==> src/rtl/spm_boot_loader.sv <==
// Streams a length-prefixed, XOR-checksummed byte image into SPM words, then enables the CPU.
// Latency: one WRITE cycle per 4 payload bytes; cpu_en rises the cycle the checksum byte is accepted.
// Backpressure: rx_ready is high only in LEN0/LEN1/DATA/CSUM; a byte offered during WRITE waits one cycle.
module spm_boot_loader #(
    parameter logic [29:0] BASE_ADDR = 30'd0,
    parameter int          MAX_WORDS = 1024
) (
    input  logic        clk,
    input  logic        reset,
    input  logic [7:0]  rx_data,
    input  logic        rx_valid,
    output logic        rx_ready,
    input  logic        restart,
    output logic [29:0] test_spm_addr,
    output logic        test_spm_as_,
    output logic        test_spm_rw,
    output logic [31:0] test_spm_wr_data,
    output logic        cpu_en,
    output logic        load_err
);

    localparam logic [31:0] MAX_W = 32'(MAX_WORDS);

    typedef enum logic [2:0] {
        IDLE,
        LEN0,
        LEN1,
        DATA,
        WRITE,
        CSUM,
        DONE,
        ERR
    } state_t;

    state_t      state_q, state_d;
    logic [15:0] count_q;
    logic [15:0] index_q;
    logic [7:0]  xor_q;
    logic [31:0] word_q;
    logic [1:0]  byte_q;
    logic        cpu_en_q;

    logic        xfer;
    logic        clear;
    logic [15:0] len_word;
    logic [15:0] index_nxt;

    assign xfer      = rx_valid && rx_ready;
    assign len_word  = {rx_data, count_q[7:0]};
    assign index_nxt = index_q + 16'd1;
    assign clear     = restart && ((state_q == DONE) || (state_q == ERR));

    always_ff @(posedge clk or negedge reset) begin
        if (!reset) begin
            state_q <= IDLE;
        end else begin
            state_q <= state_d;
        end
    end

    always_comb begin
        state_d          = state_q;
        rx_ready         = 1'b0;
        test_spm_as_     = 1'b1;
        test_spm_rw      = 1'b0;
        test_spm_addr    = 30'd0;
        test_spm_wr_data = 32'd0;
        case (state_q)
            IDLE: state_d = LEN0;
            LEN0: begin
                rx_ready = 1'b1;
                if (rx_valid) state_d = LEN1;
            end
            LEN1: begin
                rx_ready = 1'b1;
                if (rx_valid) begin
                    if ({16'd0, len_word} > MAX_W) state_d = ERR;
                    else if (len_word == 16'd0)    state_d = CSUM;
                    else                           state_d = DATA;
                end
            end
            DATA: begin
                rx_ready = 1'b1;
                if (rx_valid && (byte_q == 2'd3)) state_d = WRITE;
            end
            WRITE: begin
                test_spm_as_     = 1'b0;
                test_spm_rw      = 1'b1;
                test_spm_addr    = BASE_ADDR + {14'd0, index_q};
                test_spm_wr_data = word_q;
                state_d          = (index_nxt == count_q) ? CSUM : DATA;
            end
            CSUM: begin
                rx_ready = 1'b1;
                if (rx_valid) state_d = (rx_data == xor_q) ? DONE : ERR;
            end
            DONE: if (restart) state_d = IDLE;
            ERR:  if (restart) state_d = IDLE;
            default: state_d = IDLE;
        endcase
    end

    // Bytes are shifted in from the top so byte k lands at [8k+7:8k] after four transfers.
    always_ff @(posedge clk or negedge reset) begin
        if (!reset) begin
            count_q  <= 16'd0;
            index_q  <= 16'd0;
            xor_q    <= 8'd0;
            word_q   <= 32'd0;
            byte_q   <= 2'd0;
            cpu_en_q <= 1'b0;
        end else begin
            cpu_en_q <= (state_d == DONE);
            if (clear) begin
                count_q <= 16'd0;
                index_q <= 16'd0;
                xor_q   <= 8'd0;
                word_q  <= 32'd0;
                byte_q  <= 2'd0;
            end else begin
                case (state_q)
                    LEN0: if (xfer) count_q <= {8'd0, rx_data};
                    LEN1: if (xfer) count_q <= len_word;
                    DATA: begin
                        if (xfer) begin
                            word_q <= {rx_data, word_q[31:8]};
                            byte_q <= byte_q + 2'd1;
                            xor_q  <= xor_q ^ rx_data;
                        end
                    end
                    WRITE: index_q <= index_nxt;
                    default: ;
                endcase
            end
        end
    end

    assign cpu_en   = cpu_en_q;
    assign load_err = (state_q == ERR);

endmodule

==> config.mk <==
export PLATFORM = sky130hd
export DESIGN_NAME = spm_boot_loader
export DESIGN_NICKNAME = d
export VERILOG_FILES = /design/src/rtl/spm_boot_loader.sv
export SDC_FILE = /design/constraint.sdc
export NUM_CORES = 1
export LEC_CHECK = 0
export ABC_CLOCK_PERIOD_IN_PS = 3350
export CAP_MARGIN = 0
export CORE_AREA = 2 2 86 104
export CTS_BUF_LIST = sky130_fd_sc_hd__clkbuf_4
export CTS_CLUSTER_DIAMETER = 120
export CTS_CLUSTER_SIZE = 16
export DETAILED_ROUTE_END_ITERATION = 12
export DIE_AREA = 0 0 88 106
export HOLD_SLACK_MARGIN = 0.05
export PLACE_DENSITY = 0.81
export REMOVE_ABC_BUFFERS = 1
export SETUP_SLACK_MARGIN = 0.1
export SLEW_MARGIN = 20
export SYNTH_ARGS = -nofsm -noshare
export SYNTH_HDL_FRONTEND = slang
export SYNTH_SLANG_ARGS = --single-unit
==> constraint.sdc <==
create_clock -name clk -period 3.35 [get_ports clk]
set_input_delay 0.67 -clock clk [delete_from_list [all_inputs] [get_ports clk]]
set_output_delay 0.67 -clock clk [all_outputs]
set_load 0.02 [all_outputs]
==> results of run 1 <==
## power groups by stage
stage                     logic [W]  registers, W  clock network [W]
after detailed placement    0.00150       0.00186                  0
after CTS                   0.00151       0.00184           0.000510
after global routing        0.00169       0.00192           0.000557
after global placement      0.00146       0.00184                  0
final                       0.00150       0.00185           0.000495
after floorplan             0.00108       0.00175                  0
## kinds of logic (layout without fill, tap and decap cells)
group,count (synthesis),count (layout),share of synthesized area
flip-flops,78,78,0.436
XOR/XNOR,40,40,0.0782
multiplexers,2,2,0.00447
other,1,14,0.000837
buffers and inverters,57,97,0.0712
adder cells (fa/ha/maj),2,2,0.00559
AND/OR/NAND/NOR,252,252,0.279
AO/OA/AOI/OAI,95,95,0.125
## metal layers
layer,vias to the layer above,global-route usage
met5,-,0
met4,0,0.0989
met3,12,0.0435
met2,133,0.398
met1,1885,0.347
li1,1877,-
## cell usage in the layout (no fill, tap or decap), types with 2 or more instances in the layout
master	n
and2_1	2
nor2_1	36
and3_2	2
a22o_1	9
buf_4	12
o21a_1	2
ha_1	2
nand2b_1	5
o31ai_1	6
o21ai_0	37
clkinv_2	2
inv_1	7
nand3_1	14
nand2_1	108
nor3_1	7
clkbuf_4	10
a21oi_1	31
nor4_1	9
or4_1	4
clkdlybuf4s50_1	63
or2_2	4
a31oi_1	3
xor2_1	23
dfrtp_1	78
xnor2_1	17
o41ai_1	2
conb_1	14
nand4_1	4
mux2i_1	2
and3_1	49
## Yosys cell counts, types with 3 or more instances
cell type,number,share of area
nand2_1,108,0.091
and3_1,49,0.068
o21ai_0,37,0.041
inv_1,7,0.0059
a31oi_1,3,0.0042
nor4_1,9,0.013
buf_6,4,0.010
o31ai_1,6,0.010
xor2_1,23,0.045
nor3_1,7,0.0078
or4_1,4,0.0067
a22o_1,9,0.018
nor2_1,38,0.032
dfrtp_1,78,0.44
nand2b_1,5,0.0070
or2_2,4,0.0056
nand4_1,4,0.0056
xnor2_1,17,0.033
clkbuf_1,26,0.022
buf_4,14,0.023
a21oi_1,31,0.035
nand3_1,14,0.016
## critical path: stages, from the launching register on
cell and delay [ps]:
dfrtp_1 560, nor2_4 280, nand2_1 200, inv_1 90, buf_4 200, clkdlybuf4s50_1 630
## through the flow
stage / cells / hold slack [ps]
after CTS: 697 / 408
after global placement: 682 / 477
after detailed placement: 682 / 479
after floorplan: 490 / 374
after global routing: 697 / 430
final: 697 / 392
## sequential cells by signal (all words and copies together), names as in the netlist
name	count
byte_q	2
count_q	16
cpu_en	1
index_q	16
state_q	3
word_q	32
xor_q	8
## layout make-up
cell class / instances / area (um2) / share of cell area
inverter: 7 / 26.3 / 0.00503
sequential: 78 / 1950 / 0.374
clock buffer: 10 / 75.1 / 0.0144
multi-input combinational: 405 / 2270 / 0.434
timing repair buffer: 75 / 721 / 0.138
tap: 117 / 146 / 0.0280
clock inverter: 5 / 35.0 / 0.00671
## repair_timing
action	4_1_cts	5_1_grt
endpoints found under the setup margin	0	4
gates resized for setup	0	1
setup buffers	0	0
## worst max path at each step
stage	from	end	slack (ps)
global placement	rx_data[2]	cpu_en	640
CTS	state_q[1]	test_spm_rw	180
detailed placement	index_q[0]	state_q[2]	550
floorplan	state_q[1]	index_q[13]	-140
finish	state_q[1]	test_spm_rw	300
global route	state_q[1]	test_spm_rw	130
==> impl_metrics.csv, run 1 <==
group,metric,value,unit
status,status,"complete, no violations",
detailed_routing,vias,3907,
floorplan,start_util,0.535,
sta,clock_skew,11.8,ps
yosys,ys.flop_type,"dfrtp_1",
cells_and_area,area_growth,16.6,%
place,gp_congestion,0.920,
min_path,hp-class,"in -> async",
place,place_ws,551,ps
global_routing,grt_use_total,0.253,
cts,insertion_delay,420,ps
pwr,p_switching,0.00170,W
cells_and_area,layout-drive-gt1-share,0.0707,
cells_and_area,fin_area,5220,um2
worst_setup_path,reg2reg_depth,8,
cts,hold_buffers,0,
yosys,synth.avg_cell_area,8.50,um2
worst_setup_path,setup.worst_path.end_class,"output port",
floorplan,fp.dieH,106,um
yosys,yosysWarnings,0,
pwr,intPower,0.00215,W
detailed_routing,wl,11100,um
worst_setup_path,rrSetupSlack,510,ps
sta,fin_crit_sh,0.910,
sta,rsz0062_at_grt,"no",
worst_setup_path,cp_data_required_time,2680,ps
worst_setup_path,cp_max_fo,14,
sta,setup_viol,0,
job,drv_cap,0,
detailed_routing,post-route-drc-count,0,
worst_setup_path,timing.rr.start,"index_q[0]",
sta,drv_slew,0,
detailed_routing,avgRoutedWirePerCell,16.0,um
pwr,combPwrFrac,0.390,
pwr,pwr-share-seq,0.481,
pwr,p_leak,2.37,nW
yosys,synth_cell_types,43,
cells_and_area,fin_nets,590,
pwr,swShare,0.441,
global_routing,grt_first_pass_wirelength,18400,um
cts,cts_buffers,9,
sta,setup_tns,0,ps
pwr,power_density,737,nW/um2
detailed_routing,routed_via_density,5.61,
yosys,async_flop_share,1.00,
detailed_routing,wl_met2,5460,um
sta,min_period,3050,ps
sta,worst_slack,303,ps
sta,worstMarginPinSlew,987,ps
place,portBuffers,64,
cts,clock_sinks,78,
floorplan,die_w,88,um
yosys,synth_edf_count,0,
worst_setup_path,critPathArrivalTime,2380,ps
worst_setup_path,criticalPathCategory,"reg -> out",
yosys,yosysSeqAreaShare,0.436,
floorplan,die_area,9330,um2
cts,h-tree-depth,3,
sta,timing_hold_violations_final,0,
global_routing,antenna_found_initial,0,
cts,clockBufferDepth,2,
detailed_routing,highest_layer,"met4",
detailed_routing,wl_met1,4900,um
detailed_routing,firstDrtPassIters,5,
floorplan,num_rows,37,
cts,clk_pin_slew,130,ps
pwr,ir_worst_vdd,0.356,mV
global_routing,grt_overflow,0,
pwr,total_power,0.00385,W
yosys,syn_inst,527,
detailed_routing,drt_iter0_drc,323,
yosys,ys_ff_latch,78,
worst_setup_path,start_kind,"flop",
cts,root_buffer,"clkbuf_4",
pwr,clkPwrFrac,0.129,
floorplan,fp.coreArea,8380,um2
cells_and_area,n_antenna_cell,0,
place,dp_hpwl,7810,um
cts,cts_tree,"built",
sta,fmax,328,MHz
cells_and_area,final_core_util,0.623,
yosys,syn_area,4480,um2
detailed_routing,drtAntennaViolNets,0,
detailed_routing,dr_wl_met3,595,um
global_routing,grt_pass1_vias,3691,
global_routing,grt_max_degree,79,
place,placed_area,5110,um2
sta,slew_headroom,0.342,
cells_and_area,n_fill_cell,718,
floorplan,boundaryPins,79,
worst_setup_path,regToRegEndpoint,"state_q[2]",
(Power assumes the default switching activity.)
==> run 2, diff against run 1 <==
--- a/config.mk
+++ b/config.mk
@@ -7,14 +7,16 @@
 export LEC_CHECK = 0
 export ABC_CLOCK_PERIOD_IN_PS = 3350
 export CAP_MARGIN = 0
-export CORE_AREA = 2 2 86 104
+export CELL_PAD_IN_SITES_DETAIL_PLACEMENT = 1
+export CELL_PAD_IN_SITES_GLOBAL_PLACEMENT = 2
+export CORE_AREA = 2 2 110 133
 export CTS_BUF_LIST = sky130_fd_sc_hd__clkbuf_4
 export CTS_CLUSTER_DIAMETER = 120
 export CTS_CLUSTER_SIZE = 16
 export DETAILED_ROUTE_END_ITERATION = 12
-export DIE_AREA = 0 0 88 106
+export DIE_AREA = 0 0 112 135
 export HOLD_SLACK_MARGIN = 0.05
-export PLACE_DENSITY = 0.81
+export PLACE_DENSITY_LB_ADDON = 0.1
 export REMOVE_ABC_BUFFERS = 1
 export SETUP_SLACK_MARGIN = 0.1
 export SLEW_MARGIN = 20
==> run 2 against run 1 <==
- core utilization is 23 points lower
- combinational power is 7% higher
- first-iteration DRC count is 47% lower
- setup slack better by 34 ps
==> impl_metrics.csv, run 2 (synthesized netlist as in run 1, its figures left out) <==
group,metric,value,unit
worst_setup_path,cp_slowest_stage_delay,610,ps
sta,worstMarginPinSlew,695,ps
floorplan,fp.coreArea,13800,um2
sta,fmax,332,MHz
cells_and_area,layout_commonest_cell,"nand2_1",
cells_and_area,top_regs,"word_q (32), count_q (16), index_q (16)",
sta,timing_hold_violations_final,0,
sta,fin_crit_sh,0.899,
detailed_routing,drt_iter0_drc,170,
cts,clk_pin_slew,150,ps
pwr,total_power,0.00403,W
cells_and_area,area_growth,19.9,%
cells_and_area,layout_common_cells,"nand2_1, dfrtp_1, clkdlybuf4s50_1",
job,drv_cap,0,
cells_and_area,regArea,1950,um2
worst_setup_path,slowest_stage,"clkdlybuf4s50_1",
cells_and_area,multi_input_area,2260,um2
sta,rsz0062_at_grt,"no",
floorplan,num_rows,47,
detailed_routing,avgRoutedWirePerCell,18.4,um
cts,insertion_delay,460,ps
floorplan,die_area,15100,um2
floorplan,fp.dieH,135,um
worst_setup_path,cp_data_required_time,2680,ps
detailed_routing,wl,13900,um
sta,clock_skew,16.6,ps
cts,hold_buffers,0,
sta,setup_viol,0,
cts,cts_buffers,9,
detailed_routing,drtAntennaViolNets,0,
place,gp_congestion,0.777,
cts,clockBufferDepth,2,
worst_setup_path,cp_num_buf_inv,2,
global_routing,grt_use_total,0.192,
cts,clock_sinks,78,
floorplan,start_util,0.326,
pwr,ir_worst_vdd,0.245,mV
global_routing,grt_pass1_vias,4183,
floorplan,boundaryPins,79,
floorplan,die_w,112,um
cells_and_area,final_core_util,0.390,
pwr,p_leak,2.41,nW
sta,setup_tns,0,ps
cts,cts_tree,"built",
cells_and_area,n_fill_cell,1655,
cts,root_buffer,"clkbuf_4",
sta,worst_slack,337,ps
place,place_ws,400,ps
cells_and_area,layout-drive-gt1-share,0.0867,
cts,cts_setup_buffers,0,
worst_setup_path,critPathArrivalTime,2340,ps
detailed_routing,routed_via_density,5.14,
sta,slew_headroom,0.537,
cells_and_area,largest_reg_flops,32,
place,dp_hpwl,9970,um
detailed_routing,firstDrtPassIters,4,
worst_setup_path,crit_chain,"nor2_2 -> buf_6 -> nand2_2 -> nor2_1 -> clkdlybuf4s50_1",
sta,min_period,3010,ps
worst_setup_path,setup.worst_path.end_class,"output port",
cts,h-tree-depth,3,
worst_setup_path,crit_family,"buffers and inverters",
cells_and_area,fin_nets,597,
cells_and_area,largest_register,"word_q",
min_path,hp-class,"in -> async",
worst_setup_path,timing.rr.start,"index_q[0]",
pwr,power_density,750,nW/um2
sta,drv_slew,0,
worst_setup_path,critPathLaunch,"state_q[0]",
worst_setup_path,start_kind,"flop",
global_routing,grt_first_pass_wirelength,23100,um
place,portBuffers,64,
status,status,"complete, no violations",
global_routing,grt_max_degree,52,
global_routing,antenna_found_initial,1,
worst_setup_path,criticalPathCategory,"reg -> out",
detailed_routing,vias,3904,
global_routing,grt_overflow,0,
detailed_routing,post-route-drc-count,0,
worst_setup_path,cp_max_fo,25,
==> run 2: worst register-to-register path, cell delays in order (launching register included) <==
cell and delay (ps):
dfrtp_1 500, ha_1 360, and3_2 270, nor2_1 50, a2111oi_0 440, o311ai_0 200
or4_1 570, o31ai_1 270, o311a_1 200
==> run 2: worst paths after layout <==
kind,endpoint,slack (ps),cells past startpoint
min reg2reg,word_q[7],510,1
min in group clk,word_q[7],510,1
max in group asynchronous,byte_q[0],2410,2
max,test_spm_addr[11],340,5
min,index_q[3],220,1
max reg2reg,state_q[2],450,8
==> run 2: stage by stage <==
stage,cell area [um2],hold WS [ps],std cells
floorplan,4240,374,490
global placement,5230,480,743
detailed placement,5230,479,743
CTS,5360,244,759
global route,5370,282,760
finish,5370,222,760
==> run 2: final cells by class <==
class	instances	share of cell area
multi-input combinational	405	0.422
sequential	78	0.364
timing repair buffer	82	0.145
tap	171	0.0399
clock buffer	9	0.0126
clock inverter	7	0.0119
inverter	7	0.00489
antenna	1	0.000466
==> run 2: power by group <==
group          switching, W  leakage, nW  total (W)  internal, W
Clock              0.000406       0.0674   0.000576     0.000170
Sequential         0.000476        0.981    0.00184      0.00136
Combinational      0.000953         1.37    0.00161     0.000661
==> run 2: layer usage <==
layer | wire length, um | global-route usage
met4 | 203 | 0.0617
met2 | 7380 | 0.350
met3 | 343 | 0.0211
met1 | 6020 | 0.238
met5 | 0 | 0
==> run 2: what timing repair did <==
item	in CTS	in global routing
resized for setup	1	2
hold endpoints to repair	0	0
setup endpoints to repair	2	2
==> run 3, diff against run 2 <==
--- a/config.mk
+++ b/config.mk
@@ -17,8 +17,8 @@
 export DIE_AREA = 0 0 112 135
 export HOLD_SLACK_MARGIN = 0.05
 export PLACE_DENSITY_LB_ADDON = 0.1
-export REMOVE_ABC_BUFFERS = 1
 export SETUP_SLACK_MARGIN = 0.1
+export SKIP_LAST_GASP = 1
 export SLEW_MARGIN = 20
 export SYNTH_ARGS = -nofsm -noshare
 export SYNTH_HDL_FRONTEND = slang
==> run 3 against run 2 <==
- final area decreased by 0.51%
- largest power group unchanged
- clock power fell by 11%
- combinational power is essentially flat
- wire length increased by 1.8%
- first-iteration DRC count down 16%
- largest cell class unchanged
- highest routed layer unchanged
==> impl_metrics.csv, run 3 (synthesized netlist as in run 1, its figures left out) <==
group,metric,value,unit
sta,fmax,334,MHz
place,placed_area,5230,um2
cells_and_area,layout_common_cells,"nand2_1, dfrtp_1, clkdlybuf4s50_1",
cells_and_area,fin_nets,597,
cells_and_area,largest_reg_flops,32,
pwr,p_leak,2.41,nW
pwr,swShare,0.450,
floorplan,num_rows,47,
worst_setup_path,start_kind,"flop",
place,portBuffers,64,
cells_and_area,largest_register,"word_q",
floorplan,boundaryPins,79,
floorplan,fp.dieH,135,um
cts,clock_sinks,78,
job,drv_cap,0,
detailed_routing,drtAntennaViolNets,0,
global_routing,grt_max_degree,46,
cells_and_area,fin_area,5340,um2
floorplan,die_area,15100,um2
cts,h-tree-depth,3,
pwr,pwr-share-seq,0.470,
sta,worstMarginPinSlew,661,ps
worst_setup_path,critPathArrivalTime,2320,ps
place,gp_congestion,0.819,
cells_and_area,final_core_util,0.388,
pwr,clkPwrFrac,0.130,
detailed_routing,avgRoutedWirePerCell,18.7,um
cells_and_area,top_regs,"word_q (32), count_q (16), index_q (16)",
pwr,power_density,739,nW/um2
sta,clock_skew,16.6,ps
sta,rsz0062_at_grt,"no",
sta,min_period,2990,ps
sta,timing_hold_violations_final,0,
global_routing,grt_use_total,0.192,
detailed_routing,firstDrtPassIters,4,
global_routing,grt_first_pass_wirelength,22800,um
floorplan,die_w,112,um
cts,cts_tree,"built",
pwr,total_power,0.00395,W
detailed_routing,post-route-drc-count,0,
pwr,ir_worst_vdd,0.247,mV
sta,slew_headroom,0.560,
cells_and_area,layout_commonest_cell,"nand2_1",
detailed_routing,routed_via_density,5.19,
cts,cts_buffers,9,
detailed_routing,vias,3942,
sta,setup_tns,0,ps
detailed_routing,wl,14200,um
floorplan,start_util,0.326,
detailed_routing,drt_iter0_drc,142,
cts,cts_setup_buffers,0,
cells_and_area,area_growth,19.2,%
cts,root_buffer,"clkbuf_4",
global_routing,grt_overflow,0,
place,dp_hpwl,9960,um
cts,insertion_delay,450,ps
worst_setup_path,cp_data_required_time,2680,ps
worst_setup_path,setup.worst_path.end_class,"output port",
worst_setup_path,cp_max_fo,17,
sta,fin_crit_sh,0.893,
global_routing,antenna_found_initial,1,
sta,setup_viol,0,
cts,clockBufferDepth,2,
global_routing,grt_pass1_vias,4109,
cts,clk_pin_slew,140,ps
sta,hold_ws,237,ps
pwr,combPwrFrac,0.399,
pwr,p_switching,0.00178,W
pwr,intPower,0.00217,W
sta,drv_slew,0,
status,status,"complete, no violations",
floorplan,fp.coreArea,13800,um2
worst_setup_path,criticalPathCategory,"reg -> out",
min_path,hp-class,"in -> async",
cells_and_area,layout-drive-gt1-share,0.0833,
[run 3: metrics by stage]
stage          instances  setup slack (ps)
6_report             760               360
5_1_grt              760               121
4_1_cts              759               140
3_5_place_dp         743               479
3_3_place_gp         743               550
2_1_floorplan        540               780
[run 3: what timing repair did]
item / in CTS / in global routing
endpoints found under the setup margin: 0 / 2
resized for setup: 0 / 1
hold buffers: 0 / 0
[run 3: cell type report]
type / instances / area (um2)
antenna: 1 / 2.50
clock buffer: 11 / 82.6
clock inverter: 5 / 26.3
fill: 1670 / 8420
inverter: 7 / 26.3
multi-input combinational: 405 / 2260
sequential: 78 / 1950
tap: 171 / 214
timing repair buffer: 82 / 773
[run 3: worst paths after layout]
check                      startpoint  slack, ps  depth (start not counted)                end
hold reg to reg             word_q[0]        510                          1          word_q[0]
setup / recovery           state_q[0]        360                          5  test_spm_addr[11]
max in group asynchronous       reset       2380                          2         word_q[10]
min in group clk            word_q[0]        510                          1          word_q[0]
setup reg to reg           index_q[0]        420                          8         state_q[2]
hold / removal                  reset        240                          1         index_q[6]
[run 3: power groups by stage]
| stage | sequential [W] | clock (W) | combinational [W] |
|---|---|---|---|
| 2_1_floorplan | 0.00166 | 0 | 0.00130 |
| 3_3_place_gp | 0.00187 | 0 | 0.00156 |
| 3_5_place_dp | 0.00188 | 0 | 0.00159 |
| 4_1_cts | 0.00186 | 0.000538 | 0.00160 |
| 5_1_grt | 0.00193 | 0.000576 | 0.00179 |
| 6_report | 0.00186 | 0.000515 | 0.00158 |
[run 3: worst max-delay path: stages, from the launching register on]
cell and delay [ps]:
dfrtp_1 420, nor2_2 140, buf_4 250, nand2_2 260, nor2_1 170, clkdlybuf4s50_1 620
[run 3: per-layer routing]
metal  global-route usage  vias to the layer above  part of all wire
met5                    0                        -                 0
met4               0.0650                        0             0.015
met3               0.0274                       18             0.028
met2                0.342                       66              0.51
met1                0.239                     1968              0.45
li1                     -                     1890                 -
